## config.mk

```make
export PLATFORM = sky130hd
export DESIGN_NAME = mem_access_unit
export DESIGN_NICKNAME = d
export VERILOG_FILES = /design/src/rtl/mem_access_unit.sv
export SDC_FILE = /design/constraint.sdc
export NUM_CORES = 1
export LEC_CHECK = 0
export ABC_CLOCK_PERIOD_IN_PS = 1600
export CAP_MARGIN = 20
export CORE_ASPECT_RATIO = 0.8
export CORE_UTILIZATION = 58
export CTS_CLUSTER_SIZE = 14
export DETAILED_ROUTE_END_ITERATION = 12
export DONT_BUFFER_PORTS = 1
export PLACE_DENSITY = 0.76
export SYNTH_ARGS = -nofsm -noshare
export SYNTH_HDL_FRONTEND = slang
export SYNTH_SLANG_ARGS = --single-unit
```

## constraint.sdc

```tcl
create_clock -name clk -period 1.6 [get_ports clk]
set_input_delay 0 -clock clk [delete_from_list [all_inputs] [get_ports clk]]
set_output_delay 0 -clock clk [all_outputs]
set_load 0.02 [all_outputs]
```

## src/rtl/mem_access_unit.sv

```systemverilog
// ME-stage data memory access unit: drives a request/response data bus, sign/zero-extends loads.
// Optional misalignment trapping is enabled by defining MEM_ALIGN_CHECK_EN.
//
// Handshake: data_req is held high, with every bus output constant, until data_addr_ok;
// the response arrives with data_data_ok in the same cycle or in any later cycle.
module mem_access_unit (
  input  logic        clk,
  input  logic        rst,
  input  logic        memen,
  input  logic [2:0]  memop,
  input  logic [31:0] addr,
  input  logic [31:0] wdata,
  input  logic        flush,
  output logic [31:0] rdata,
  output logic        stall,
  output logic        adel,
  output logic        ades,
  output logic        data_req,
  output logic        data_wr,
  output logic [1:0]  data_size,
  output logic [31:0] data_addr,
  output logic [31:0] data_wdata,
  output logic [3:0]  data_wstrb,
  input  logic        data_addr_ok,
  input  logic        data_data_ok,
  input  logic [31:0] data_rdata,
  output logic [2:0]  dbgState
);

  localparam logic [2:0] OP_LB  = 3'b000;
  localparam logic [2:0] OP_LBU = 3'b001;
  localparam logic [2:0] OP_LH  = 3'b010;
  localparam logic [2:0] OP_LHU = 3'b011;
  localparam logic [2:0] OP_LW  = 3'b100;
  localparam logic [2:0] OP_SB  = 3'b101;
  localparam logic [2:0] OP_SH  = 3'b110;
  localparam logic [2:0] OP_SW  = 3'b111;

  typedef enum logic [2:0] {
    IDLE  = 3'd0,
    REQ   = 3'd1,
    WAIT  = 3'd2,
    DONE  = 3'd3,
    DRAIN = 3'd4
  } state_t;

  state_t      state, stateNext;
  logic [2:0]  opReg;
  logic [31:0] addrReg;
  logic [31:0] wdataReg;

  logic        isStoreIn;
  logic        isHalfIn;
  logic        isWordIn;
  logic [31:0] alignedAddr;
  logic        addrOk;
  logic        startReq;
  logic        opIsStore;
  logic        loadCapture;
  logic [31:0] laneWord;
  logic [31:0] loadExt;

  assign dbgState = state;

  // Decode of the incoming ME-stage instruction, only meaningful in IDLE.
  always_comb begin
    isStoreIn = (memop == OP_SB) || (memop == OP_SH) || (memop == OP_SW);
    isHalfIn  = (memop == OP_LH) || (memop == OP_LHU) || (memop == OP_SH);
    isWordIn  = (memop == OP_LW) || (memop == OP_SW);
    alignedAddr = addr;
    if (isHalfIn) alignedAddr = {addr[31:1], 1'b0};
    if (isWordIn) alignedAddr = {addr[31:2], 2'b00};
  end

`ifdef MEM_ALIGN_CHECK_EN
  logic misaligned;
  logic alignFault;
  assign misaligned = (isHalfIn && addr[0]) || (isWordIn && (addr[1:0] != 2'b00));
  assign addrOk     = !misaligned;
  // Flags are gated by rst so they read zero while reset is asserted.
  assign alignFault = rst && (state == IDLE) && memen && misaligned;
  assign adel       = alignFault && !isStoreIn;
  assign ades       = alignFault && isStoreIn;
`else
  assign addrOk = 1'b1;
  assign adel   = 1'b0;
  assign ades   = 1'b0;
`endif

  assign startReq  = memen && !flush && addrOk;
  assign opIsStore = (opReg == OP_SB) || (opReg == OP_SH) || (opReg == OP_SW);

  // State register
  always_ff @(posedge clk or negedge rst) begin
    if (!rst) state <= IDLE;
    else      state <= stateNext;
  end

  // Next-state logic; a flushed access whose response lands is retired without writing rdata.
  always_comb begin
    stateNext = state;
    case (state)
      IDLE: if (startReq) stateNext = REQ;
      REQ: begin
        if (data_addr_ok) begin
          if (flush)             stateNext = data_data_ok ? IDLE : DRAIN;
          else if (data_data_ok) stateNext = DONE;
          else                   stateNext = WAIT;
        end else if (flush) begin
          stateNext = IDLE;
        end
      end
      WAIT: begin
        if (flush)             stateNext = data_data_ok ? IDLE : DRAIN;
        else if (data_data_ok) stateNext = DONE;
      end
      DRAIN: if (data_data_ok) stateNext = IDLE;
      DONE:  stateNext = IDLE;
      default: stateNext = IDLE;
    endcase
  end

  // FSM outputs
  always_comb begin
    stall    = 1'b0;
    data_req = 1'b0;
    case (state)
      IDLE:  stall = rst && startReq;
      REQ: begin
        stall    = 1'b1;
        data_req = 1'b1;
      end
      WAIT:  stall = 1'b1;
      DRAIN: stall = 1'b1;
      default: stall = 1'b0;
    endcase
  end

  // Request copy, captured once so the bus sees stable values for the whole transaction.
  always_ff @(posedge clk or negedge rst) begin
    if (!rst) begin
      opReg    <= OP_LB;
      addrReg  <= '0;
      wdataReg <= '0;
    end else if ((state == IDLE) && startReq) begin
      opReg    <= memop;
      addrReg  <= alignedAddr;
      wdataReg <= wdata;
    end
  end

  // Bus outputs are driven only while a request is active, zero otherwise.
  always_comb begin
    data_wr    = 1'b0;
    data_size  = 2'd0;
    data_addr  = '0;
    data_wdata = '0;
    data_wstrb = 4'b0000;
    if (data_req) begin
      data_addr = addrReg;
      data_wr   = opIsStore;
      case (opReg)
        OP_LB, OP_LBU: data_size = 2'd0;
        OP_LH, OP_LHU: data_size = 2'd1;
        OP_LW:         data_size = 2'd2;
        OP_SB: begin
          data_size  = 2'd0;
          data_wdata = {4{wdataReg[7:0]}};
          data_wstrb = 4'b0001 << addrReg[1:0];
        end
        OP_SH: begin
          data_size  = 2'd1;
          data_wdata = {2{wdataReg[15:0]}};
          data_wstrb = 4'b0011 << {addrReg[1], 1'b0};
        end
        default: begin
          data_size  = 2'd2;
          data_wdata = wdataReg;
          data_wstrb = 4'b1111;
        end
      endcase
    end
  end

  // Load lane selection and extension.
  assign laneWord = data_rdata >> {addrReg[1:0], 3'b000};

  always_comb begin
    case (opReg)
      OP_LB:   loadExt = {{24{laneWord[7]}}, laneWord[7:0]};
      OP_LBU:  loadExt = {24'd0, laneWord[7:0]};
      OP_LH:   loadExt = {{16{laneWord[15]}}, laneWord[15:0]};
      OP_LHU:  loadExt = {16'd0, laneWord[15:0]};
      default: loadExt = data_rdata;
    endcase
  end

  assign loadCapture = !opIsStore && !flush &&
                       (((state == REQ) && data_addr_ok && data_data_ok) ||
                        ((state == WAIT) && data_data_ok));

  always_ff @(posedge clk or negedge rst) begin
    if (!rst)             rdata <= '0;
    else if (loadCapture) rdata <= loadExt;
  end

endmodule

```

==> results of run 1 <==
==> metrics by stage <==
stage / util [%] / setup WS [ns] / hold slack [ns]
after global placement: 63.6 / -0.0472 / -0.293
after CTS: 86.9 / -0.225 / -0.668
after detailed placement: 63.6 / -0.133 / -0.294
after floorplan: - / -0.122 / -0.296
==> kinds of logic after synthesis <==
logic type      count (synthesis)  share of synthesized area, %
flops                         102                          46.7
compound gates                139                          17.1
other cells                     1                        0.0686
buf+inv                        51                          4.78
simple gates                  146                          13.8
xor+xnor                        3                         0.481
mux                            83                          17.1
==> synthesized netlist by cell type (all sizes together) (8+ instances only) <==
cell type / instances / area share, %
o21ai: 24 / 2.3
o21a: 16 / 2.2
nor3b: 11 / 1.7
a21oi: 54 / 4.9
clkbuf: 19 / 1.3
a211oi: 16 / 2.4
mux2i: 17 / 3.3
nor2: 28 / 2.1
o22ai: 16 / 3.0
o2bb2ai: 8 / 1.4
dfrtp: 102 / 47
and2: 40 / 4.6
mux2: 65 / 13
buf: 26 / 3.0
nand2: 50 / 3.4
==> timing repair <==
| item | in CTS |
|---|---|
| buffers inserted | 17 |
| endpoints found under the setup margin | 96 |
| endpoints found under the hold margin | 204 |
| hold buffers | 105 |
| gates cloned | 7 |
| pin swaps | 12 |
| resized for setup | 114 |
==> flow_summary.json, run 1 <==
{
  "cts_root_buf": "clkbuf_16",
  "io_pins": 215,
  "io_buffers": 0,
  "syn_area_per_cell_um2": 10.4,
  "postGrtWorstEndpoint": "data_wdata[1]",
  "die_y_um": 88.8,
  "cts.sinks": 102,
  "failed_stage": "5_1_grt",
  "cts-htree-levels": 3,
  "synth_flop_cell": "dfrtp_1",
  "syn-instance-count": 525,
  "cts_buffer_depth": 2,
  "worst-ep-kind": "primary output",
  "synth-seq-area-share_pct": 46.7,
  "syn_area_um2": 5470,
  "status": "stopped before the end",
  "numCtsBuffers": 9,
  "placed_cell_area_um2": 5800,
  "place_congestion": 0.960,
  "ys_ff_latch": 102,
  "stop_error": "[ERROR DPL-0033] detailed placement checks failed during check placement.",
  "ys_async_sr_fraction_pct": 100,
  "ys_warn_count": 0,
  "dp_cells": 630,
  "start_util_pct": 60.0,
  "grt_max_degree": 104,
  "synth_edf_count": 0,
  "synth_cell_types": 47,
  "dp_hpwl_um": 9600,
  "antenna_found_initial": 2,
  "die_w_um": 111,
  "rows": 31
}
==> inputs of run 2 (changes only) <==
==> config.mk (replaced) <==
export PLATFORM = sky130hd
export DESIGN_NAME = mem_access_unit
export DESIGN_NICKNAME = d
export VERILOG_FILES = /design/src/rtl/mem_access_unit.sv
export SDC_FILE = /design/constraint.sdc
export NUM_CORES = 1
export LEC_CHECK = 0
export ABC_CLOCK_PERIOD_IN_PS = 2100
export CAP_MARGIN = 20
export CORE_UTILIZATION = 40
export DETAILED_ROUTE_END_ITERATION = 12
export DONT_BUFFER_PORTS = 1
export PLACE_DENSITY_LB_ADDON = 0.15
export SYNTH_ARGS = -nofsm -noshare
export SYNTH_HDL_FRONTEND = slang
export SYNTH_SLANG_ARGS = --single-unit
==> constraint.sdc (replaced) <==
create_clock -name clk -period 2.1 [get_ports clk]
set_input_delay 0 -clock clk [delete_from_list [all_inputs] [get_ports clk]]
set_output_delay 0 -clock clk [all_outputs]
set_load 0.02 [all_outputs]
==> run 2 against run 1 <==
  * The flow now finishes, with violations (hold timing)
  * Synthesized area is the same
  * Synthesized cell count unchanged
==> flow_summary.json, run 2 <==
{
  "status": "complete, but fails checks",
  "failed_checks": "hold timing",
  "synth_top_area_share_pct": 46.7,
  "cts.sinks": 102,
  "timing.final.crit_share_pct": 93.1,
  "drive_gt1_share_pct": 20.8,
  "io_buffers": 0,
  "track_usage_pct": 21.9,
  "synth_edf_count": 0,
  "crit_chain": "buf_4 > nor2_1 > nand3_4 > buf_12 > o221ai_1 > buf_4",
  "place_congestion": 0.757,
  "via_per_inst": 5.40,
  "rows": 42,
  "netlist.top_cell.by_area": "dfrtp_1",
  "clk_pin_slew_ns": 0.07,
  "core_um2": 13300,
  "cts_root_buf": "clkbuf_16",
  "cpMaxStageDelayCell": "dfrtp_1",
  "grt.overflow.total": 0,
  "setup_tns_ns": 0,
  "grt_pass1_wl_um": 24100,
  "antenna_found_initial": 0,
  "grt_max_degree": 104,
  "skew_ns": 0.00529,
  "slew_viol_final": 0,
  "cts-htree-levels": 3,
  "crit_type": "flip-flop to output pin",
  "synth-seq-area-share_pct": 46.7,
  "power.internal_mw": 4.81,
  "layout_setup_ws_ns": 0.146,
  "die_area_um2": 14100,
  "maxCapViolCount": 0,
  "layout_commonest_cell": "dlygate4sd3_1",
  "fmax_mhz": 512,
  "cts_buffer_depth": 2,
  "syn-instance-count": 525,
  "hold_path_class": "primary input to asynchronous set/reset pin",
  "layout_common_cells": "dlygate4sd3_1, dfrtp_1, mux2_2",
  "fin_nets": 734,
  "synth_flop_cell": "dfrtp_1",
  "path_max_fanout": 70,
  "ys_warn_count": 0,
  "first_global_vias": 4536,
  "antenna_cells": 0,
  "finalHoldViolCount": 102,
  "fin_cells": 810,
  "die_w_um": 119,
  "worst_setup_path_start_kind": "flip-flop",
  "synth_common_cells": "dfrtp_1, mux2_2, a21oi_1",
  "dp_cells": 689,
  "wl_per_cell_um": 18.8,
  "cts_tree": "built",
  "syn_area_per_cell_um2": 10.4,
  "yosys-top-cells-area": "dfrtp_1, mux2_2, a21oi_1",
  "rr_worst_depth": 5,
  "place_ws_ns": 0.328,
  "syn_area_um2": 5470,
  "cellLeakagePower_nw": 2.92,
  "dp_hpwl_um": 9710,
  "io_pins": 215,
  "vias": 4377,
  "end_kind": "output pin",
  "start_util_pct": 41.1,
  "yosysMostFrequentCell": "dfrtp_1",
  "ys_async_sr_fraction_pct": 100,
  "detail_route.iter0.violations": 269,
  "p_seq_share_pct": 45.6,
  "numCtsBuffers": 9,
  "drc": 0,
  "syn_to_final_growth_pct": 29.0,
  "holdWs_ns": -0.655,
  "sw_frac_of_total_pct": 40.3,
  "totalWireLength_um": 15200,
  "cts_hold_buf": 105,
  "insertion_delay_ns": 0.34,
  "ys_ff_latch": 102,
  "pwr-share-comb_pct": 35.2,
  "drtAntennaViolNets": 0,
  "critPathMaxStageDelay_ns": 0.43,
  "top_regs": "addrReg x32, rdata x32, wdataReg x32",
  "finalSetupViolations": 0,
  "rsz0062_at_grt": "false",
  "period_minus_slack_ns": 1.95,
  "p_sw_mw": 3.24,
  "clkPwrFrac_pct": 19.2,
  "final_cell_area_um2": 7050,
  "ir_worst_vdd_mv": 0.634,
  "die_y_um": 119,
  "crit_path_frequent_cell": "buf_4",
  "arrival_ns": 1.95,
  "cp_data_required_time_ns": 2.10,
  "first_pass_iters": 4,
  "synth_cell_types": 47,
  "ctsResizeCount": 0,
  "placed_cell_area_um2": 5730,
  "pwr_density_cell_nw_per_um2": 1140
}
[run 2: cell counts after synthesis]
No cell type changed its count.
[run 2: routing by layer]
metal	routed length, µm	GRT usage [%]	vias to the layer above
li1	-	-	2041
met1	6310	26.5	2146
met2	7440	36.7	170
met3	1210	7.90	20
met4	288	6.41	0
met5	0	0	-
[run 2: worst paths after layout]
check	from	to	slack, ns
worst min register to register	addrReg[28]	addrReg[28]	0.50
max in group asynchronous	rst	wdataReg[24]	2.63
worst max register to register	dbgState[1]	dbgState[0]	0.27
min in group clk	data_rdata[13]	rdata[13]	0.01
worst max-delay path	dbgState[1]	stall	0.15
worst min-delay path	rst	addrReg[24]	-0.66
[run 2: power by group through the flow]
stage / logic [mW] / registers [mW] / clock network, mW
3_3_place_gp: 2.59 / 3.68 / 0
5_1_grt: 3.11 / 3.77 / 1.68
4_1_cts: 2.84 / 3.67 / 1.61
2_1_floorplan: 2.21 / 3.51 / 0
3_5_place_dp: 2.66 / 3.70 / 0
6_report: 2.83 / 3.68 / 1.55
[run 2: per-stage QoR]
step / util, % / hold slack (ns) / power (mW)
6_report: 53.0 / -0.655 / 8.06
5_1_grt: 53.0 / -0.688 / 8.56
4_1_cts: 53.0 / -0.675 / 8.13
3_5_place_dp: 43.1 / -0.290 / 6.36
3_3_place_gp: 43.1 / -0.292 / 6.27
2_1_floorplan: - / -0.296 / 5.72
[run 2: final cells by class]
| class | count | area (µm²) |
|---|---|---|
| well taps | 176 | 220 |
| fillers | 1193 | 6250 |
| clock inverters | 5 | 35.0 |
| multi-input cells | 373 | 2670 |
| clock buffers | 11 | 233 |
| inverters | 6 | 23.8 |
| flip-flops and latches | 102 | 2550 |
| repair buffers | 137 | 1320 |
[run 2: worst max-delay path, delay by kind of cell (launching register included)]
| kind | cells | cell delay [ns] |
|---|---|---|
| buffers and inverters | 3 | 0.58 |
| flip-flops | 1 | 0.43 |
| AND/OR/NAND/NOR | 2 | 0.35 |
| AO/OA/AOI/OAI | 1 | 0.22 |
[run 2: kinds of logic after synthesis]
family	count (synthesis)	synth area share [%]
buf+inv	51	4.78
mux	83	17.1
simple gates	146	13.8
compound gates	139	17.1
flops	102	46.7
xor+xnor	3	0.481
other cells	1	0.0686
[run 2: timing repair]
| item | in CTS | in global routing |
|---|---|---|
| buffers inserted | 0 | 0 |
| hold endpoints to repair | 204 | 102 |
| endpoints found under the setup margin | 0 | 0 |
Power figures use the tool's default switching activity.
==> inputs of run 3 (changes only) <==
--- a/config.mk
+++ b/config.mk
@@ -8,6 +8,7 @@
 export ABC_CLOCK_PERIOD_IN_PS = 2100
 export CAP_MARGIN = 20
 export CORE_UTILIZATION = 40
+export CTS_BUF_LIST = sky130_fd_sc_hd__clkbuf_4 sky130_fd_sc_hd__clkbuf_8
 export DETAILED_ROUTE_END_ITERATION = 12
 export DONT_BUFFER_PORTS = 1
 export PLACE_DENSITY_LB_ADDON = 0.15
==> run 3 against run 2 <==
  * The flow still finishes with violations (hold timing)
  * Largest power group unchanged
  * Critical path type is now flip-flop to flip-flop
  * Register-to-register slack got worse by 0.13 ns
  * Final cell count increased by 0.62%
  * Flip-flop and latch count unchanged
  * Worst hold slack got worse by 0.040 ns
  * Final area decreased by 0.20%
  * Sequential share of layout area increased by 0.071 points
==> flow_summary.json, run 3 (synthesis results as in run 2) <==
{
  "holdWs_ns": -0.695,
  "fmax_mhz": 510,
  "cts_root_buf": "clkbuf_8",
  "end_kind": "flip-flop",
  "rsz0062_at_grt": "false",
  "track_usage_pct": 22.2,
  "cts_buffer_depth": 2,
  "fin_nets": 739,
  "first_global_vias": 4563,
  "period_minus_slack_ns": 1.96,
  "power_mw": 7.75,
  "wl_per_cell_um": 18.9,
  "finalHoldViolCount": 102,
  "clk_pin_slew_ns": 0.10,
  "place_congestion": 0.757,
  "core_um2": 13300,
  "fin_cells": 815,
  "rows": 42,
  "io_pins": 215,
  "drtAntennaViolNets": 0,
  "status": "complete, but fails checks",
  "placed_cell_area_um2": 5730,
  "totalWireLength_um": 15400,
  "crit_type": "flip-flop to flip-flop",
  "worst_setup_path_start_kind": "flip-flop",
  "antenna_found_initial": 0,
  "ir_worst_vdd_mv": 0.573,
  "drc": 0,
  "path_max_fanout": 33,
  "maxCapViolCount": 0,
  "antenna_cells": 0,
  "hold_path_class": "primary input to asynchronous set/reset pin",
  "drive_gt1_share_pct": 21.3,
  "cts_setup_buffers": 0,
  "arrival_ns": 2.21,
  "final_cell_area_um2": 7030,
  "numCtsBuffers": 9,
  "slew_viol_final": 0,
  "cts.sinks": 102,
  "grt_max_degree": 104,
  "cts-htree-levels": 3,
  "die_area_um2": 14100,
  "io_buffers": 0,
  "start_util_pct": 41.1,
  "layout_commonest_cell": "dlygate4sd3_1",
  "first_pass_iters": 4,
  "cts_tree": "built",
  "pwr_density_cell_nw_per_um2": 1100,
  "die_y_um": 119,
  "die_w_um": 119,
  "grt_pass1_wl_um": 24400,
  "finalSetupViolations": 0,
  "cellLeakagePower_nw": 2.91,
  "grt.overflow.total": 0,
  "vias": 4439,
  "dp_cells": 689,
  "insertion_delay_ns": 0.37,
  "dp_hpwl_um": 9710,
  "skew_ns": 0.00853,
  "cp_data_required_time_ns": 2.35,
  "failed_checks": "hold timing",
  "startpoint": "opReg[2]",
  "multi_input_area_um2": 2670,
  "via_per_inst": 5.45,
  "r2r_start": "opReg[2]",
  "detail_route.iter0.violations": 274,
  "top_regs": "addrReg x32, rdata x32, wdataReg x32",
  "layout_common_cells": "dlygate4sd3_1, dfrtp_1, mux2_2",
  "regArea_um2": 2550,
  "cts_hold_buf": 110,
  "timing.final.crit_share_pct": 93.4,
  "fill_cells": 1197,
  "syn_to_final_growth_pct": 28.7,
  "setup_tns_ns": 0
}
-- run 3: changes by cell type in the layout (fill, tap and decap cells not counted), sizes merged --
cell         before  now
dlygate4sd3     105  110
-- run 3: metrics by stage --
step | worst slack, ns | util, %
6_report | 0.139 | 52.9
3_3_place_gp | 0.377 | 43.1
2_1_floorplan | 0.303 | -
5_1_grt | 0.00342 | 52.9
4_1_cts | 0.0416 | 52.7
3_5_place_dp | 0.328 | 43.1
-- run 3: final timing paths --
kind | endpoint | slack (ns) | depth (start not counted)
max | rdata[4] | 0.14 | 5
min | addrReg[23] | -0.70 | 0
max reg2reg | rdata[4] | 0.14 | 5
min reg2reg | addrReg[28] | 0.50 | 1
max in group asynchronous | wdataReg[24] | 2.66 | 0
min in group clk | dbgState[1] | 0.03 | 3
-- run 3: per-layer routing --
metal	global-route usage (%)	up-vias	share of wire (%)
met5	0	-	0
met4	6.80	0	1.9
met3	8.24	23	7.9
met2	37.2	185	49
met1	26.5	2182	41
li1	-	2049	-
-- run 3: final cells by class --
cell class	instances	area share, %
clock buffer	11	1.97
inverter	6	0.338
sequential	102	36.3
multi-input combinational	373	38.0
clock inverter	5	0.498
tap	176	3.13
timing repair buffer	142	19.8
-- run 3: what timing repair did --
item | in CTS | in global routing
hold endpoints to repair | 204 | 102
setup endpoints to repair | 0 | 6
gates resized for setup | 0 | 8
-- run 3: power breakdown --
group | switching (mW) | leakage, nW | internal [mW]
combinational | 1.59 | 1.61 | 1.33
sequential | 0.941 | 1.21 | 2.74
clock | 0.688 | 0.0905 | 0.461
total | 3.22 | 2.91 | 4.53
-- run 3: worst max-delay path, cell delays in order, from the launching register on --
cell	delay, ns
dfrtp_1	0.49
buf_8	0.22
o21bai_2	0.27
a21oi_1	0.20
dlygate4sd3_1	0.58
o21ai_0	0.07
